--- src/rtl/toast_inst_classifier.sv ---
// Streaming RV32I classifier: NOP/LUI/OTHER/ILLEGAL decode with one output register stage.
// Optional first-ILLEGAL PC capture is enabled by defining TOAST_CLS_ILL_CAPTURE_EN.
module toast_inst_classifier #(
  parameter int unsigned CNT_W = 16,
  parameter int unsigned PC_W  = 32
) (
  input  logic              i_clk,
  input  logic              i_rst_n,
  input  logic              i_inst_valid,
  output logic              o_inst_ready,
  input  logic [31:0]       i_inst,
  input  logic [PC_W-1:0]   i_pc,
  output logic              o_cls_valid,
  input  logic              i_cls_ready,
  output logic [1:0]        o_cls,
  output logic [PC_W-1:0]   o_pc,
  output logic [4:0]        o_rd,
  output logic [31:0]       o_imm,
  input  logic              i_clear,
  output logic [CNT_W-1:0]  o_nop_cnt,
  output logic [CNT_W-1:0]  o_lui_cnt,
  output logic [CNT_W-1:0]  o_other_cnt,
  output logic [CNT_W-1:0]  o_ill_cnt,
  output logic              o_ill_seen,
  output logic [PC_W-1:0]   o_ill_pc
);

  localparam logic [1:0] ClsNop   = 2'd0;
  localparam logic [1:0] ClsLui   = 2'd1;
  localparam logic [1:0] ClsOther = 2'd2;
  localparam logic [1:0] ClsIll   = 2'd3;

  logic        fire;
  logic        legal_op;
  logic [1:0]  cls_d;
  logic [4:0]  rd_d;
  logic [31:0] imm_d;

  assign o_inst_ready = !o_cls_valid || i_cls_ready;
  assign fire         = i_inst_valid && o_inst_ready;

  always_comb begin
    legal_op = 1'b0;
    case (i_inst[6:0])
      7'h37, 7'h17, 7'h6F, 7'h67, 7'h63, 7'h03,
      7'h23, 7'h13, 7'h33, 7'h0F, 7'h73: legal_op = 1'b1;
      default:                           legal_op = 1'b0;
    endcase
  end

  always_comb begin
    cls_d = ClsOther;
    rd_d  = 5'd0;
    imm_d = 32'd0;
    if (i_inst[1:0] != 2'b11 || !legal_op) begin
      cls_d = ClsIll;
    end else if (i_inst == 32'h0000_0013) begin
      cls_d = ClsNop;
    end else if (i_inst[6:0] == 7'h37) begin
      cls_d = ClsLui;
      rd_d  = i_inst[11:7];
      imm_d = {i_inst[31:12], 12'h000};
    end
  end

  always_ff @(posedge i_clk or negedge i_rst_n) begin
    if (!i_rst_n) begin
      o_cls_valid <= 1'b0;
      o_cls       <= ClsNop;
      o_pc        <= '0;
      o_rd        <= '0;
      o_imm       <= '0;
    end else if (fire) begin
      o_cls_valid <= 1'b1;
      o_cls       <= cls_d;
      o_pc        <= i_pc;
      o_rd        <= rd_d;
      o_imm       <= imm_d;
    end else if (i_cls_ready) begin
      o_cls_valid <= 1'b0;
    end
  end

  function automatic logic [CNT_W-1:0] sat_inc(input logic [CNT_W-1:0] c);
    return (c == {CNT_W{1'b1}}) ? c : c + CNT_W'(1);
  endfunction

  always_ff @(posedge i_clk or negedge i_rst_n) begin
    if (!i_rst_n) begin
      o_nop_cnt   <= '0;
      o_lui_cnt   <= '0;
      o_other_cnt <= '0;
      o_ill_cnt   <= '0;
    end else if (i_clear) begin
      o_nop_cnt   <= '0;
      o_lui_cnt   <= '0;
      o_other_cnt <= '0;
      o_ill_cnt   <= '0;
    end else if (fire) begin
      unique case (cls_d)
        ClsNop:   o_nop_cnt   <= sat_inc(o_nop_cnt);
        ClsLui:   o_lui_cnt   <= sat_inc(o_lui_cnt);
        ClsOther: o_other_cnt <= sat_inc(o_other_cnt);
        default:  o_ill_cnt   <= sat_inc(o_ill_cnt);
      endcase
    end
  end

`ifdef TOAST_CLS_ILL_CAPTURE_EN
  // Only the first ILLEGAL word since reset/clear is captured.
  always_ff @(posedge i_clk or negedge i_rst_n) begin
    if (!i_rst_n) begin
      o_ill_seen <= 1'b0;
      o_ill_pc   <= '0;
    end else if (i_clear) begin
      o_ill_seen <= 1'b0;
      o_ill_pc   <= '0;
    end else if (fire && cls_d == ClsIll && !o_ill_seen) begin
      o_ill_seen <= 1'b1;
      o_ill_pc   <= i_pc;
    end
  end
`else
  assign o_ill_seen = 1'b0;
  assign o_ill_pc   = '0;
`endif

endmodule
--- config.mk ---
export PLATFORM = sky130hd
export DESIGN_NAME = toast_inst_classifier
export DESIGN_NICKNAME = d
export VERILOG_FILES = /design/src/rtl/toast_inst_classifier.sv
export SDC_FILE = /design/constraint.sdc
export NUM_CORES = 1
export LEC_CHECK = 0
export ABC_AREA = 1
export ABC_CLOCK_PERIOD_IN_PS = 1500
export BUFFER_PORTS_ARGS = -buffer_cell sky130_fd_sc_hd__buf_2
export CORE_MARGIN = 4
export CORE_UTILIZATION = 35
export CTS_BUF_LIST = sky130_fd_sc_hd__clkbuf_4 sky130_fd_sc_hd__clkbuf_8
export DETAILED_ROUTE_END_ITERATION = 8
export SLEW_MARGIN = 20
export SYNTH_ARGS = -nofsm -noshare
export SYNTH_HDL_FRONTEND = slang
export SYNTH_SLANG_ARGS = --single-unit
--- constraint.sdc ---
create_clock -name i_clk -period 1.5 [get_ports i_clk]
set_input_delay 0.15 -clock i_clk [delete_from_list [all_inputs] [get_ports i_clk]]
set_output_delay 0.15 -clock i_clk [all_outputs]
set_load 0.02 [all_outputs]
# Yosys cells after proc, flatten, opt, wreduce, memory -nomap -nowiden
# Index checks and enable logic that the tools add are counted.
# word_totals
output_inout_bits,170
ff_bits,136
# classes
eq_ne,24
reduce_logical,17
mux,28
addsub,4
# ops
cell,count
2-to-1 mux 16 bit,16
2-to-1 mux 32 bit,3
adder 16 x 1 -> 16 bit (second input constant),4
== test 16 bit (second input constant),4
== test 32 x 5 -> 1 bit (second input constant),1
== test 7 bit (second input constant),4
== test 7 x 6 -> 1 bit (second input constant),3
2-to-1 mux 5 bit,3
== test 7 x 5 -> 1 bit (second input constant),2
AND reduction 3 bit,4
OR reduction 11 bit,1
!= test 2 bit (second input constant),5
nonzero test 2 bit,5
== test 7 x 2 -> 1 bit (second input constant),1
== test 7 x 4 -> 1 bit (second input constant),1
2-to-1 mux 2 bit,3
2-to-1 mux 1 bit,3
OR reduction 3 bit,1
== test 2 x 1 -> 1 bit (second input constant),1
== test 2 bit (second input constant),1
logical NOT 1 bit,2
logical NOT 2 bit,1
logical OR 1 bit,2
!= test 2 x 1 -> 1 bit (second input constant),1
logical AND 1 bit,1

# Longest topological paths before layout
# depth
depth_word,11
ltp_mapped,11

# Worst setup path before layout
# OpenSTA, ideal clock, no wires.
# synth_path
path_type,flip-flop to flip-flop
startpoint,register o_ill_cnt[0]
endpoint,register o_ill_cnt[13]
arrival_ns,1.690
period_less_slack_ns,1.808
path_slack_ns,-0.308
stages_incl_launch_ff,10
setup_time_ns,0.118
n_path_buf,1
path_cell_list,dfrtp_1 > ha_1 > nand2_1 > nor3_4 > nand3_1 > nand3_2 > nand2_2 > buf_2 > nand2_1 > nand2_1
# synth_between
elab_chain_cells,5
elab_cells_between_ends,8
cone_classes,1 x add/sub; 2 x eq/ne; 4 x mux; 1 x reduce/logical
# synth_lines
element,line_no,rtl
"start, declared",23,"output logic [CNT_W-1:0] o_ill_cnt,"
"start signal, assigned",104,default: o_ill_cnt <= sat_inc(o_ill_cnt);
adder 16 x 1 -> 16 bit,85,return (c == {CNT_W{1'b1}}) ? c : c + CNT_W'(1);
2-to-1 mux 16 bit,85,
2-to-1 mux 16 bit,100,unique case (cls_d)
2-to-1 mux 16 bit,99,end else if (fire) begin
2-to-1 mux 16 bit,94,end else if (i_clear) begin
# Parallel ways exist; a longest one is shown, timed or not. The select of a mux whose other input is x is not followed.
# A chain may end at the register's enable or synchronous reset.

# Worst setup path in the final report
# layout_path
startpoint,register o_other_cnt[0]
endpoint,register o_other_cnt[6]
# layout_between
elab_chain_cells,5
elab_cells_between_ends,8
cone_classes,1 x add/sub; 2 x eq/ne; 4 x mux; 1 x reduce/logical
# layout_lines
element,line_no,rtl
"start, declared",22,"output logic [CNT_W-1:0] o_other_cnt,"
"start signal, assigned",103,ClsOther: o_other_cnt <= sat_inc(o_other_cnt);
adder 16 x 1 -> 16 bit,85,
2-to-1 mux 16 bit,85,
2-to-1 mux 16 bit,100,
2-to-1 mux 16 bit,99,
2-to-1 mux 16 bit,94,
# Parallel ways exist; a longest one is shown, timed or not. The select of a mux whose other input is x is not followed.

==> results.yml <==
yosys:
  netlist-cell-type-count: 31
  yosysTopAreaCellShare_pct: 44.80
  ys_seq_area_share_pct: 44.80
  avgSynthCellArea_sq_um: 7.408
  yosys-top-cells-area: "dfrtp_1 45%, nand2_1 18%, nand3_1 6.6%"
  synth-warning-count: 0
  syn-cell-area_sq_mm: 0.006927
  synth-seq-cells: 124
  syn_inst: 935
  yosysTopAreaCell: "dfrtp_1"
timing:
  post-route-period-util_pct: 103.4
  setup_ws_ns: -0.05148
  fin_skew_ns: 0.01022
  hold_viol: 0
  rsz0062_at_grt: "true"
  fmax_mhz: 644.5
  fin_crit_ns: 1.551
  setup_viol: 36
  report.final.slew_viol_count: 0
  setup_tns_ns: -0.8363
die:
  die_h_um: 148.7
  io-pin-count: 239
  num_rows: 51
  core_sq_mm: 0.01946
  die_area_sq_mm: 0.02211
  start_util_pct: 35.59
  chipWidth_um: 148.7
placement:
  portBuffers: 193
  post-dp-hpwl_mm: 14.97
  place_ws_ns: -0.2365
  gp_congestion: 0.8413
routing:
  wl_per_cell_um: 13.67
  wirelength_mm: 21.51
  drc: 0
  vias_per_cell: 4.587
  vias: 7216
  drt_iter0_drc: 334
  drt-pass1-iter-count: 5
  postRouteAntennaNets: 0
setup_path:
  cp_cell_sequence: "ha_4, nand3_4, nor2_4, nand3_2, nor2_4, nand3_4, nand3_4, nand3_1, nand2_1"
  crit_top_cell: "nand3_4"
  cp-start-kind: "flip-flop"
  critPathTopFamily: "simple AND/OR/NAND/NOR gates"
  worst_ep_arrival_time_ns: 1.93
  r2r_slack_ns: -0.05
  cp_slowest_cell: "dfrtp_2"
  critPathRequiredTime_ns: 1.88
  endpoint_kind: "flip-flop"
  criticalPathCategory: "flip-flop to flip-flop"
  path_max_fanout: 8
  max_stage_delay_ns: 0.39
  worst-path-buf-inv: 0
power:
  p_leak_nw: 5.600
  ir_drop_uv: 556.5
  power_density_mw_per_mm2: 828.9
cts:
  cts_tree: "built"
  cts_buffers: 17
  insertion_delay_ns: 0.44
  ctsHtreeMaxLevel: 4
  path_clk_slew_ns: 0.09
  clock-sinks: 124
  clockRootBuffer: "clkbuf_8"
  clock_path_buffers: 2
global_route:
  grt_pass1_wl_mm: 34.32
  antenna_found_initial: 0
  grt_pass1_vias: 6944
  overflow: 0
  grt_max_degree: 60
  grtUsageTotal_pct: 19.16
layout:
  area_delta_synth_final_pct: 50.60
  nFillCells: 1790
  final_net_count: 1368
  seqCellArea_sq_mm: 0.003124
  insertedDiodeCount: 0
  multi_input_area_sq_mm: 0.003641
  drive_gt1_share_pct: 34.86
status:
  violations: "negative setup slack"
  status: "finished with violations"
hold_path:
  hold_class: "input port to flip-flop"
flow_run:
  cap_violations: 0
==> layout make-up <==
type | instances | area share, %
Sequential cell | 124 | 29.95
Timing Repair Buffer | 375 | 25.45
Clock inverter | 14 | 1.775
Inverter | 64 | 2.363
Tap cell | 265 | 3.179
Multi-Input combinational cell | 713 | 34.90
Clock buffer | 18 | 2.375
==> routing by layer <==
metal  vias up  global-route usage, %  wire length [um]  share of wire (%)
li1       3622                      -                 -                  -
met1      3356                  24.00              9237                 43
met2       211                  32.67             10590                 49
met3        27                  5.180              1387                6.4
met4         0                  5.312               291                1.4
met5         -                      0                 0                  0
==> cells in the final DEF (no fill, tap or decap), types with 6 or more instances in the layout <==
master         count
buf_12             8
buf_2            190
buf_4            110
buf_6             10
clkbuf_8          18
clkinv_4           6
conb_1            45
dfrtp_1          107
dfrtp_2           17
dlygate4sd3_1     54
inv_1             57
nand2_1          323
nand2_2            9
nand2_4            8
nand3_1           78
nand3_2           11
nand3_4            8
nand4_1           28
nor2_1            80
nor2_4             8
nor3_1             9
o21ai_0            7
o21ai_1           21
o21ai_2           15
or2_2              7
xor2_1            31
==> per-stage QoR <==
| stage | cells | power [mW] | util, % | hold slack, ns | area [sq um] |
|---|---|---|---|---|---|
| 3_5_place_dp | 1473 | 5.242 | 46.29 | 0.09996 | 9010 |
| 6_report | 1573 | 8.646 | 53.60 | 0.03724 | 10430 |
| 5_1_grt | 1573 | 9.061 | 53.60 | 0.01225 | 10430 |
| 3_3_place_gp | 1473 | 5.227 | 46.29 | 0.09830 | 9010 |
| 4_1_cts | 1567 | 8.658 | 52.08 | 0.0002876 | 10140 |
| 2_1_floorplan | 979 | 4.635 | - | -0.1456 | 7293 |
==> synth_stat cells <==
cell type,number
nor2_4,1
nand2_2,1
nor2_1,87
nor2_2,3
nand4_1,28
xor2_1,31
buf_4,47
nand3_1,91
o211ai_1,2
inv_1,63
buf_6,1
o21bai_1,4
nand3b_1,2
o21ai_1,3
nand3_4,2
nand2_1,339
a21oi_2,1
o21ai_0,40
buf_1,6
nand3_2,3
a21oi_1,5
ha_1,4
buf_2,11
conb_1,1
nor3_1,11
clkinv_1,1
or2_2,7
dfrtp_1,124
a31o_2,1
nor3_4,1
clkbuf_1,14
==> registers in the layout, indices dropped and copies added (netlist names) <==
name / cells
o_rd: 5
o_lui_cnt: 16
o_imm: 20
o_cls: 2
o_ill_cnt: 16
o_pc: 32
o_nop_cnt: 16
o_other_cnt: 16
o_cls_valid: 1
==> power breakdown <==
part	leakage [nW]	internal, mW	switching, mW
clock network	0.220	1.73	1.52
logic	3.75	0.696	1.04
registers	1.63	3.53	0.133
==> worst paths after layout <==
| kind | start | to | cells after the start |
|---|---|---|---|
| setup reg to reg | o_other_cnt[0] | o_other_cnt[6] | 9 |
| hold reg to reg | o_pc[1] | o_pc[1] | 2 |
| max in group asynchronous | i_rst_n | o_nop_cnt[0] | 3 |
| min in group asynchronous | i_rst_n | o_pc[15] | 2 |
| hold / removal | i_inst[24] | o_imm[24] | 4 |
| setup / recovery | o_other_cnt[0] | o_other_cnt[6] | 9 |
==> cells by family (layout without fill, tap and decap cells) <==
group	count (synthesis)	in the layout	synth area share, %
and+or+nand+nor	576	577	35.53
buffers and inverters	143	471	10.60
DFF	124	124	44.80
AOI/OAI and AO/OA	56	56	4.371
xor gates and xnor gates	31	31	3.920
adders and majority gates	4	4	0.7226
other	1	45	0.05414
==> what timing repair did <==
action | in CTS | in global routing
resized for setup | 27 | 77
gates cloned | 1 | 3
endpoints found under the hold margin | 173 | 0
hold buffers | 54 | 0
setup endpoints to repair | 66 | 68
pin swaps | 16 | 18
buffers inserted | 7 | 3
==> worst reg2reg max path, stage by stage (launching register included) <==
cell	delay, ns
dfrtp_2	0.39
ha_4	0.15
nand3_4	0.08
nor2_4	0.11
nand3_2	0.09
nor2_4	0.11
nand3_4	0.15
nand3_4	0.20
nand3_1	0.10
nand2_1	0.09
Note: power is estimated with default switching activity, not from simulation.
